**src/rtl/raster_pkg.sv**
```systemverilog
// Shared opcodes, coordinate width, FSM states and command record for the raster sequencer.
package raster_pkg;

  localparam int unsigned COORD_W = 3;

  localparam logic [1:0] CMD_NOP   = 2'b00;
  localparam logic [1:0] CMD_PIXEL = 2'b01;
  localparam logic [1:0] CMD_LINE  = 2'b10;
  localparam logic [1:0] CMD_RECT  = 2'b11;

  typedef enum logic [2:0] {
    ST_IDLE,
    ST_PIXEL,
    ST_LINE,
    ST_RECT,
    ST_CLEAR,
    ST_DONE
  } state_t;

  typedef struct packed {
    logic [1:0]         cmd;
    logic               clear;
    logic [COORD_W-1:0] x1;
    logic [COORD_W-1:0] y1;
    logic [COORD_W-1:0] x2;
    logic [COORD_W-1:0] y2;
    logic [COORD_W-1:0] width;
    logic [COORD_W-1:0] height;
  } cmd_t;

  // Sum one bit wider than a coordinate so overflow clips to the edge instead of wrapping.
  function automatic logic [COORD_W-1:0] clip_sum(input logic [COORD_W-1:0] a,
                                                  input logic [COORD_W-1:0] b);
    logic [COORD_W:0] s;
    s = {1'b0, a} + {1'b0, b};
    return s[COORD_W] ? '1 : s[COORD_W-1:0];
  endfunction

endpackage

```
**src/rtl/raster_sequencer_if.sv**
```systemverilog
// Command handshake and framebuffer write bundle; slave is the sequencer side.
interface raster_sequencer_if;

  logic                             in_valid;
  logic                             in_ready;
  logic [1:0]                       in_cmd;
  logic                             in_clear;
  logic [raster_pkg::COORD_W-1:0]   in_x1;
  logic [raster_pkg::COORD_W-1:0]   in_y1;
  logic [raster_pkg::COORD_W-1:0]   in_x2;
  logic [raster_pkg::COORD_W-1:0]   in_y2;
  logic [raster_pkg::COORD_W-1:0]   in_width;
  logic [raster_pkg::COORD_W-1:0]   in_height;
  logic                             fb_we;
  logic [raster_pkg::COORD_W-1:0]   fb_x;
  logic [raster_pkg::COORD_W-1:0]   fb_y;
  logic                             fb_data;
  logic                             fb_ready;
  logic                             busy;
  logic                             done;

  modport master (
    output in_valid, in_cmd, in_clear, in_x1, in_y1, in_x2, in_y2, in_width, in_height, fb_ready,
    input  in_ready, fb_we, fb_x, fb_y, fb_data, busy, done
  );

  modport slave (
    input  in_valid, in_cmd, in_clear, in_x1, in_y1, in_x2, in_y2, in_width, in_height, fb_ready,
    output in_ready, fb_we, fb_x, fb_y, fb_data, busy, done
  );

endinterface

```
**src/rtl/raster_line_stepper.sv**
```systemverilog
// Integer Bresenham iterator: load captures endpoints, step advances one pixel, last flags (x2,y2).
module raster_line_stepper
  import raster_pkg::*;
(
  input  logic               clk,
  input  logic               rst_n,
  input  logic               load,
  input  logic               step,
  input  logic [COORD_W-1:0] x1,
  input  logic [COORD_W-1:0] y1,
  input  logic [COORD_W-1:0] x2,
  input  logic [COORD_W-1:0] y2,
  output logic [COORD_W-1:0] x,
  output logic [COORD_W-1:0] y,
  output logic               last
);

  typedef logic signed [5:0] err_t;

  err_t               err, dx, dy, e2, err_nxt, ldx, ldy;
  logic [COORD_W-1:0] xe, ye;
  logic               sx_neg, sy_neg, step_x, step_y;

  always_comb begin
    ldx     = $signed({3'b000, ((x2 >= x1) ? (x2 - x1) : (x1 - x2))});
    ldy     = -$signed({3'b000, ((y2 >= y1) ? (y2 - y1) : (y1 - y2))});
    e2      = err <<< 1;
    step_x  = (e2 >= dy);
    step_y  = (e2 <= dx);
    err_nxt = err + (step_x ? dy : err_t'(0)) + (step_y ? dx : err_t'(0));
    last    = (x == xe) && (y == ye);
  end

  always_ff @(posedge clk) begin
    if (!rst_n) begin
      x      <= '0;
      y      <= '0;
      xe     <= '0;
      ye     <= '0;
      dx     <= '0;
      dy     <= '0;
      err    <= '0;
      sx_neg <= 1'b0;
      sy_neg <= 1'b0;
    end else if (load) begin
      x      <= x1;
      y      <= y1;
      xe     <= x2;
      ye     <= y2;
      dx     <= ldx;
      dy     <= ldy;
      err    <= ldx + ldy;
      sx_neg <= (x2 < x1);
      sy_neg <= (y2 < y1);
    end else if (step) begin
      err <= err_nxt;
      if (step_x) x <= sx_neg ? x - 1'b1 : x + 1'b1;
      if (step_y) y <= sy_neg ? y - 1'b1 : y + 1'b1;
    end
  end

endmodule

```
**src/rtl/raster_sequencer.sv**
```systemverilog
// 8x8 raster command sequencer (pixel/clear/line/rect) issuing one framebuffer write per ready cycle.
// Build option RASTER_CMD_QUEUE_EN: 2-entry command FIFO instead of single-command acceptance.
module raster_sequencer
  import raster_pkg::*;
(
  input logic               clk,
  input logic               rst_n,
  raster_sequencer_if.slave bus
);

  localparam logic [COORD_W-1:0] MAX_C = '1;

  state_t             state, state_nxt;
  cmd_t               in_c, ld_c;
  logic               fire, load, held;
  logic [COORD_W-1:0] cur_x, cur_y, x_start, x_end, y_end;
  logic [COORD_W-1:0] cur_x_nxt, cur_y_nxt, x_start_nxt, x_end_nxt, y_end_nxt;
  logic               ln_load, ln_step, ln_last;
  logic [COORD_W-1:0] ln_x, ln_y;

  assign in_c = '{cmd: bus.in_cmd, clear: bus.in_clear, x1: bus.in_x1, y1: bus.in_y1,
                  x2: bus.in_x2, y2: bus.in_y2, width: bus.in_width, height: bus.in_height};

`ifdef RASTER_CMD_QUEUE_EN
  cmd_t       q_mem [2];
  logic       q_wr, q_rd, q_push, q_pop, q_bypass;
  logic [1:0] q_cnt;

  // An idle sequencer with an empty FIFO takes the command directly, skipping the FIFO.
  assign bus.in_ready = (q_cnt != 2'd2);
  assign fire         = bus.in_valid && bus.in_ready;
  assign q_bypass     = (state == ST_IDLE) && (q_cnt == 2'd0);
  assign q_pop        = (state == ST_IDLE) && (q_cnt != 2'd0);
  assign q_push       = fire && (in_c.cmd != CMD_NOP) && !q_bypass;
  assign load         = q_pop || (fire && (in_c.cmd != CMD_NOP) && q_bypass);
  assign ld_c         = q_pop ? q_mem[q_rd] : in_c;
  assign held         = (q_cnt != 2'd0);

  always_ff @(posedge clk) begin
    if (q_push) q_mem[q_wr] <= in_c;
  end

  always_ff @(posedge clk) begin
    if (!rst_n) begin
      q_wr  <= 1'b0;
      q_rd  <= 1'b0;
      q_cnt <= '0;
    end else begin
      if (q_push) q_wr <= ~q_wr;
      if (q_pop)  q_rd <= ~q_rd;
      if (q_push && !q_pop)      q_cnt <= q_cnt + 2'd1;
      else if (q_pop && !q_push) q_cnt <= q_cnt - 2'd1;
    end
  end
`else
  assign bus.in_ready = (state == ST_IDLE);
  assign fire         = bus.in_valid && bus.in_ready;
  assign load         = fire && (in_c.cmd != CMD_NOP);
  assign ld_c         = in_c;
  assign held         = 1'b0;
`endif

  raster_line_stepper u_line (
    .clk   (clk),
    .rst_n (rst_n),
    .load  (ln_load),
    .step  (ln_step),
    .x1    (ld_c.x1),
    .y1    (ld_c.y1),
    .x2    (ld_c.x2),
    .y2    (ld_c.y2),
    .x     (ln_x),
    .y     (ln_y),
    .last  (ln_last)
  );

  always_ff @(posedge clk) begin
    if (!rst_n) begin
      state   <= ST_IDLE;
      cur_x   <= '0;
      cur_y   <= '0;
      x_start <= '0;
      x_end   <= '0;
      y_end   <= '0;
    end else begin
      state   <= state_nxt;
      cur_x   <= cur_x_nxt;
      cur_y   <= cur_y_nxt;
      x_start <= x_start_nxt;
      x_end   <= x_end_nxt;
      y_end   <= y_end_nxt;
    end
  end

  always_comb begin
    state_nxt   = state;
    cur_x_nxt   = cur_x;
    cur_y_nxt   = cur_y;
    x_start_nxt = x_start;
    x_end_nxt   = x_end;
    y_end_nxt   = y_end;
    ln_load     = 1'b0;
    ln_step     = 1'b0;
    bus.fb_we   = 1'b0;
    bus.done    = 1'b0;
    unique case (state)
      ST_IDLE: begin
        if (load) begin
          cur_x_nxt   = ld_c.x1;
          cur_y_nxt   = ld_c.y1;
          x_start_nxt = ld_c.x1;
          x_end_nxt   = clip_sum(ld_c.x1, ld_c.width);
          y_end_nxt   = clip_sum(ld_c.y1, ld_c.height);
          case (ld_c.cmd)
            CMD_PIXEL: begin
              if (ld_c.clear) begin
                state_nxt = ST_CLEAR;
                cur_x_nxt = '0;
                cur_y_nxt = '0;
              end else begin
                state_nxt = ST_PIXEL;
              end
            end
            CMD_LINE: begin
              state_nxt = ST_LINE;
              ln_load   = 1'b1;
            end
            CMD_RECT: state_nxt = ST_RECT;
            default:  state_nxt = ST_IDLE;
          endcase
        end
      end
      ST_PIXEL: begin
        bus.fb_we = 1'b1;
        if (bus.fb_ready) state_nxt = ST_DONE;
      end
      ST_CLEAR: begin
        bus.fb_we = 1'b1;
        if (bus.fb_ready) begin
          if (cur_x == MAX_C && cur_y == MAX_C) begin
            state_nxt = ST_DONE;
          end else begin
            cur_x_nxt = cur_x + 1'b1;
            if (cur_x == MAX_C) cur_y_nxt = cur_y + 1'b1;
          end
        end
      end
      ST_RECT: begin
        bus.fb_we = 1'b1;
        if (bus.fb_ready) begin
          if (cur_x == x_end) begin
            if (cur_y == y_end) begin
              state_nxt = ST_DONE;
            end else begin
              cur_x_nxt = x_start;
              cur_y_nxt = cur_y + 1'b1;
            end
          end else begin
            cur_x_nxt = cur_x + 1'b1;
          end
        end
      end
      ST_LINE: begin
        bus.fb_we = 1'b1;
        if (bus.fb_ready) begin
          if (ln_last) state_nxt = ST_DONE;
          else         ln_step   = 1'b1;
        end
      end
      ST_DONE: begin
        bus.done  = 1'b1;
        state_nxt = ST_IDLE;
      end
      default: state_nxt = ST_IDLE;
    endcase
  end

  assign bus.fb_x    = (state == ST_LINE) ? ln_x : cur_x;
  assign bus.fb_y    = (state == ST_LINE) ? ln_y : cur_y;
  assign bus.fb_data = (state == ST_PIXEL) || (state == ST_LINE) || (state == ST_RECT);
  assign bus.busy    = (state != ST_IDLE) || held || load;

endmodule

```
**src/flat_wrapper.sv**
```systemverilog
// flat-port wrapper written by rule: the top's interface ports become plain ports
module raster_sequencer_flat import raster_pkg::*;
  (clk, rst_n, bus_in_valid, bus_in_cmd, bus_in_clear, bus_in_x1, bus_in_y1, bus_in_x2, bus_in_y2, bus_in_width, bus_in_height, bus_fb_ready, bus_in_ready, bus_fb_we, bus_fb_x, bus_fb_y, bus_fb_data, bus_busy, bus_done);
  raster_sequencer_if bus_i ();
  input logic clk;
  input logic rst_n;
  input wire logic [$bits(bus_i.in_valid)-1:0] bus_in_valid;
  input wire logic [$bits(bus_i.in_cmd)-1:0] bus_in_cmd;
  input wire logic [$bits(bus_i.in_clear)-1:0] bus_in_clear;
  input wire logic [$bits(bus_i.in_x1)-1:0] bus_in_x1;
  input wire logic [$bits(bus_i.in_y1)-1:0] bus_in_y1;
  input wire logic [$bits(bus_i.in_x2)-1:0] bus_in_x2;
  input wire logic [$bits(bus_i.in_y2)-1:0] bus_in_y2;
  input wire logic [$bits(bus_i.in_width)-1:0] bus_in_width;
  input wire logic [$bits(bus_i.in_height)-1:0] bus_in_height;
  input wire logic [$bits(bus_i.fb_ready)-1:0] bus_fb_ready;
  output wire logic [$bits(bus_i.in_ready)-1:0] bus_in_ready;
  output wire logic [$bits(bus_i.fb_we)-1:0] bus_fb_we;
  output wire logic [$bits(bus_i.fb_x)-1:0] bus_fb_x;
  output wire logic [$bits(bus_i.fb_y)-1:0] bus_fb_y;
  output wire logic [$bits(bus_i.fb_data)-1:0] bus_fb_data;
  output wire logic [$bits(bus_i.busy)-1:0] bus_busy;
  output wire logic [$bits(bus_i.done)-1:0] bus_done;
  assign bus_i.in_valid = bus_in_valid;
  assign bus_i.in_cmd = bus_in_cmd;
  assign bus_i.in_clear = bus_in_clear;
  assign bus_i.in_x1 = bus_in_x1;
  assign bus_i.in_y1 = bus_in_y1;
  assign bus_i.in_x2 = bus_in_x2;
  assign bus_i.in_y2 = bus_in_y2;
  assign bus_i.in_width = bus_in_width;
  assign bus_i.in_height = bus_in_height;
  assign bus_i.fb_ready = bus_fb_ready;
  assign bus_in_ready = bus_i.in_ready;
  assign bus_fb_we = bus_i.fb_we;
  assign bus_fb_x = bus_i.fb_x;
  assign bus_fb_y = bus_i.fb_y;
  assign bus_fb_data = bus_i.fb_data;
  assign bus_busy = bus_i.busy;
  assign bus_done = bus_i.done;
  raster_sequencer u_core (.clk(clk), .rst_n(rst_n), .bus(bus_i));
endmodule
```
**config.mk**
```make
export PLATFORM = sky130hd
export DESIGN_NAME = raster_sequencer_flat
export DESIGN_NICKNAME = d
export VERILOG_FILES = /design/src/rtl/raster_pkg.sv /design/src/rtl/raster_sequencer_if.sv /design/src/rtl/raster_line_stepper.sv /design/src/rtl/raster_sequencer.sv /design/src/flat_wrapper.sv
export SDC_FILE = /design/constraint.sdc
export NUM_CORES = 1
export LEC_CHECK = 0
export ABC_AREA = 1
export CORE_MARGIN = 2
export CORE_UTILIZATION = 45
export CTS_CLUSTER_DIAMETER = 60
export DETAILED_ROUTE_END_ITERATION = 8
export HOLD_SLACK_MARGIN = 0.08
export PLACE_DENSITY_LB_ADDON = 0.25
export SYNTH_ARGS = -nofsm -noshare
export SYNTH_HDL_FRONTEND = slang
export SYNTH_HIERARCHICAL = 1
export SYNTH_SLANG_ARGS = --single-unit
```
**constraint.sdc**
```tcl
create_clock -name clk -period 2.8 [get_ports clk]
set_input_delay 0.56 -clock clk [delete_from_list [all_inputs] [get_ports clk]]
set_output_delay 0.56 -clock clk [all_outputs]
set_load 0.02 [all_outputs]
```
==> results.sh <==
export IMPL_core_area_sq_mm=0.00868
export IMPL_syn2layout_area_growth_pct=31.7
export IMPL_synth_cell_types=50
export IMPL_reg2regPathDepth=17
export IMPL_critical_path_arrival_ns=3.14
export IMPL_worstSetupPathType="flop to flop"
export IMPL_wl_per_cell_um=13.0
export IMPL_dpl_worst_slack_ns=-0.601
export IMPL_min_path_type="flop to flop"
export IMPL_violations="setup timing"
export IMPL_drtIter0Drc=152
export IMPL_synthTopCellsByArea="dfxtp_1 23%, ha_1 11%, nand2_1 9.7%"
export IMPL_cts_tree="yes"
export IMPL_reg2reg_from="u_core/u_line/dy[3]"
export IMPL_synth_fp_nets=632
export IMPL_min_delay_start="u_core/x_start[0]"
export IMPL_start_util_pct=46.0
export IMPL_via_per_inst=5.02
export IMPL_hpwl_um=7720
export IMPL_synth_edf_count=0
export IMPL_cts_max_path_buffers=2
export IMPL_r2r_setup_slack_ns=-0.10
export IMPL_vias=3823
export IMPL_p_leak_nw=2.53
export IMPL_crit_required_ns=3.04
export IMPL_crit_top_cell="nand2_1"
export IMPL_synth_largest_area_cell="dfxtp_1"
export IMPL_holdPathStages=2
export IMPL_io_pins=36
export IMPL_fill_cells=797
export IMPL_p_per_area_mw_per_mm2=778
export IMPL_tightest_slew_ns=0.565
export IMPL_gp_congestion=0.873
export IMPL_synthCells=560
export IMPL_die_x_um=98.2
export IMPL_grt_pass1_vias=3764
export IMPL_final_util_pct=60.6
export IMPL_drive_gt1_share_pct=28.0
export IMPL_status="complete, but fails checks"
export IMPL_setup_ws_ns=-0.102
export IMPL_synthFlopType="dfxtp_1"
export IMPL_finalSetupViolCount=3
export IMPL_crit_fanout=5
export IMPL_fp_dieH_um=98.2
export IMPL_grt_max_degree=22
export IMPL_synth_seq_cells=45
export IMPL_syn_cell_area_sq_mm=0.00399
export IMPL_antenna_found_initial=0
export IMPL_fin_nets=726
export IMPL_clk_transition_reported_paths_ns=0.08
export IMPL_slew_headroom_pct=62.2
export IMPL_numClockSinks=45
export IMPL_portBuffers=35
export IMPL_power_total_mw=4.09
export IMPL_clockRootBuffer="clkbuf_8"
export IMPL_whs_endpoint="u_core/x_start[0]"
export IMPL_grt_first_pass_wirelength_um=16900
export IMPL_fin_crit_sh_pct=104
export IMPL_yosysSeqAreaShare_pct=22.6
export IMPL_critPathSlowestCell="fa_2"
export IMPL_path_cells="inv_4 -> ha_4 -> nand2_4 -> nor2_2 -> nand2_1 -> nand3_2 -> nand2_2 -> nand2_4 -> nand2_2 -> fa_1 -> inv_2 -> ha_4 -> fa_2 -> nand2_1 -> nand2_1 -> o21ai_1 -> a21oi_1"
export IMPL_numCtsBuffers=5
export IMPL_synth_warnings=6
export IMPL_ant_nets=0
export IMPL_synthTopCellsByCount="103 x nand2_1, 91 x inv_1, 49 x a21oi_1, 48 x nor2_1, 45 x dfxtp_1"
export IMPL_dp_cells=744
export IMPL_post_route_min_period_ns=2.90
export IMPL_hold_buffers=0
export IMPL_synth_most_common_cell="nand2_1"
export IMPL_fin_skew_ns=0.00980
export IMPL_critPathLaunchType="flop"
export IMPL_first_pass_iters=4
export IMPL_clk_latency_ns=0.30
export IMPL_ys_async_sr_fraction_pct=0
export IMPL_cpPeakStageDelay_ns=0.54
export IMPL_die_area_sq_mm=0.00963
export IMPL_maxSlewViolCount=0
export IMPL_rsz0062_at_grt="true"
export IMPL_gr_total_overflow=0
export IMPL_htreeDepth=2
export IMPL_endpoint_kind="flop"
export IMPL_rows=34
export IMPL_syn_area_per_cell_sq_um=7.12
export IMPL_max_freq_mhz=345
export IMPL_reg2reg_to="u_core/u_line/err[2]"
export IMPL_totalWireLength_um=9890
export IMPL_n_antenna_cell=0
export IMPL_drc=0
export IMPL_grtUsageTotal_pct=21.1
export IMPL_maxCapViolCount=0
export IMPL_hold_violations=0
export IMPL_yosysTopAreaCellShare_pct=22.6
export IMPL_ir_drop_mv=0.385
export IMPL_final_cells=761
-- layout by cell type (no fill, tap or decap), types with 5 or more instances in the layout --
cell | Yosys | routed
clkdlybuf4s50_1 | 0 | 29
nand4_1 | 6 | 6
clkbuf_8 | 1 | 5
nand2_2 | 12 | 21
nand3_2 | 7 | 8
inv_2 | 8 | 17
o21ai_1 | 7 | 8
ha_4 | 0 | 14
xor2_1 | 10 | 9
xnor2_1 | 8 | 8
nand2_4 | 6 | 8
nand2_1 | 103 | 92
inv_1 | 91 | 81
a31oi_1 | 6 | 5
nand3_1 | 29 | 27
nor2_1 | 48 | 46
o21ai_0 | 28 | 25
fa_1 | 13 | 10
ha_1 | 34 | 19
dfxtp_2 | 0 | 5
buf_4 | 0 | 65
dfxtp_1 | 45 | 40
nor2_4 | 6 | 6
a21oi_1 | 49 | 46
-- worst max path at each step --
stage | slack (ns) | end | start
CTS | -0.08 | u_core/u_line/err[2] | u_core/u_line/dy[3]
global placement | -0.52 | u_core/u_line/err[4] | bus_in_y1[0]
floorplan | -0.009 | u_core/u_line/err[4] | u_core/u_line/dy[3]
global route | -0.28 | u_core/u_line/err[4] | u_core/u_line/dy[3]
finish | -0.10 | u_core/u_line/err[2] | u_core/u_line/dy[3]
detailed placement | -0.60 | u_core/u_line/err[4] | bus_in_y1[2]
-- sequential cells by signal, summed over array words and instances, names as in the netlist --
register,count
u_core/u_line/xe,3
u_core/y_end,3
u_core/cur_x,3
u_core/u_line/err,5
u_core/u_line/ye,3
u_core/state,3
u_core/cur_y,3
u_core/x_end,3
u_core/u_line/y,3
u_core/u_line/sx_neg,1
u_core/x_start,3
u_core/u_line/dx,3
u_core/u_line/dy,5
u_core/u_line/sy_neg,1
u_core/u_line/x,3
-- power by group --
| part | total [mW] | switching [mW] | internal, mW |
|---|---|---|---|
| clock network | 0.378 | 0.214 | 0.165 |
| registers | 0.908 | 0.128 | 0.780 |
| logic | 2.80 | 1.59 | 1.21 |
| total | 4.09 | 1.93 | 2.16 |
-- kinds of logic (layout without fill, tap and decap cells) --
kind of cell	count (synthesis)	count (layout)	synth area share [%]
adders and majority gates	47	47	17.2
xor gates and xnor gates	19	19	4.36
and+or+nand+nor	233	233	29.2
DFF	45	45	22.6
buffers and inverters	113	206	12.0
muxes	1	1	0.282
AOI/OAI and AO/OA	102	102	14.3
-- critical path: cells and delay by family, from the launching register on --
family	cells	cell delay [ns]
fa+ha+maj	4	1.52
flops	1	0.36
simple gates	9	0.67
buf+inv	2	0.10
compound gates	2	0.20
-- per-stage QoR --
step                      hold slack, ns  TNS (ns)  instance area [sq um]
after floorplan                    0.429  -0.00885                   4040
after global placement             0.451     -1.88                   4830
after detailed placement           0.457     -2.20                   4830
after CTS                          0.470    -0.238                   5100
after global routing               0.483    -0.664                   5260
final                              0.467    -0.255                   5260
-- cell type report --
class | instances | area (sq um) | share of cell area, %
Inverter | 100 | 379 | 7.21
Multi-Input combinational cell | 402 | 2920 | 55.6
Tap cell | 108 | 135 | 2.57
Sequential cell | 45 | 907 | 17.3
Clock buffer | 5 | 68.8 | 1.31
Clock inverter | 1 | 5.00 | 0.0952
Timing Repair Buffer | 100 | 840 | 16.0
-- per-layer routing --
layer / global-route usage [%] / wire [um] / part of all wire, % / vias to the layer above
met5: 0 / 0 / 0 / -
met4: 4.21 / 79 / 0.80 / 0
met3: 3.58 / 404 / 4.1 / 6
met2: 35.8 / 4670 / 47 / 75
met1: 28.5 / 4730 / 48 / 1773
li1: - / - / - / 1969
-- repair_timing --
item | CTS | global route
endpoints found under the setup margin | 4 | 5
resized for setup | 38 | 30
buffers inserted | 7 | 4
pin swaps | 24 | 32
gates cloned | 0 | 0
No activity file was read; power rests on OpenSTA's default activity.
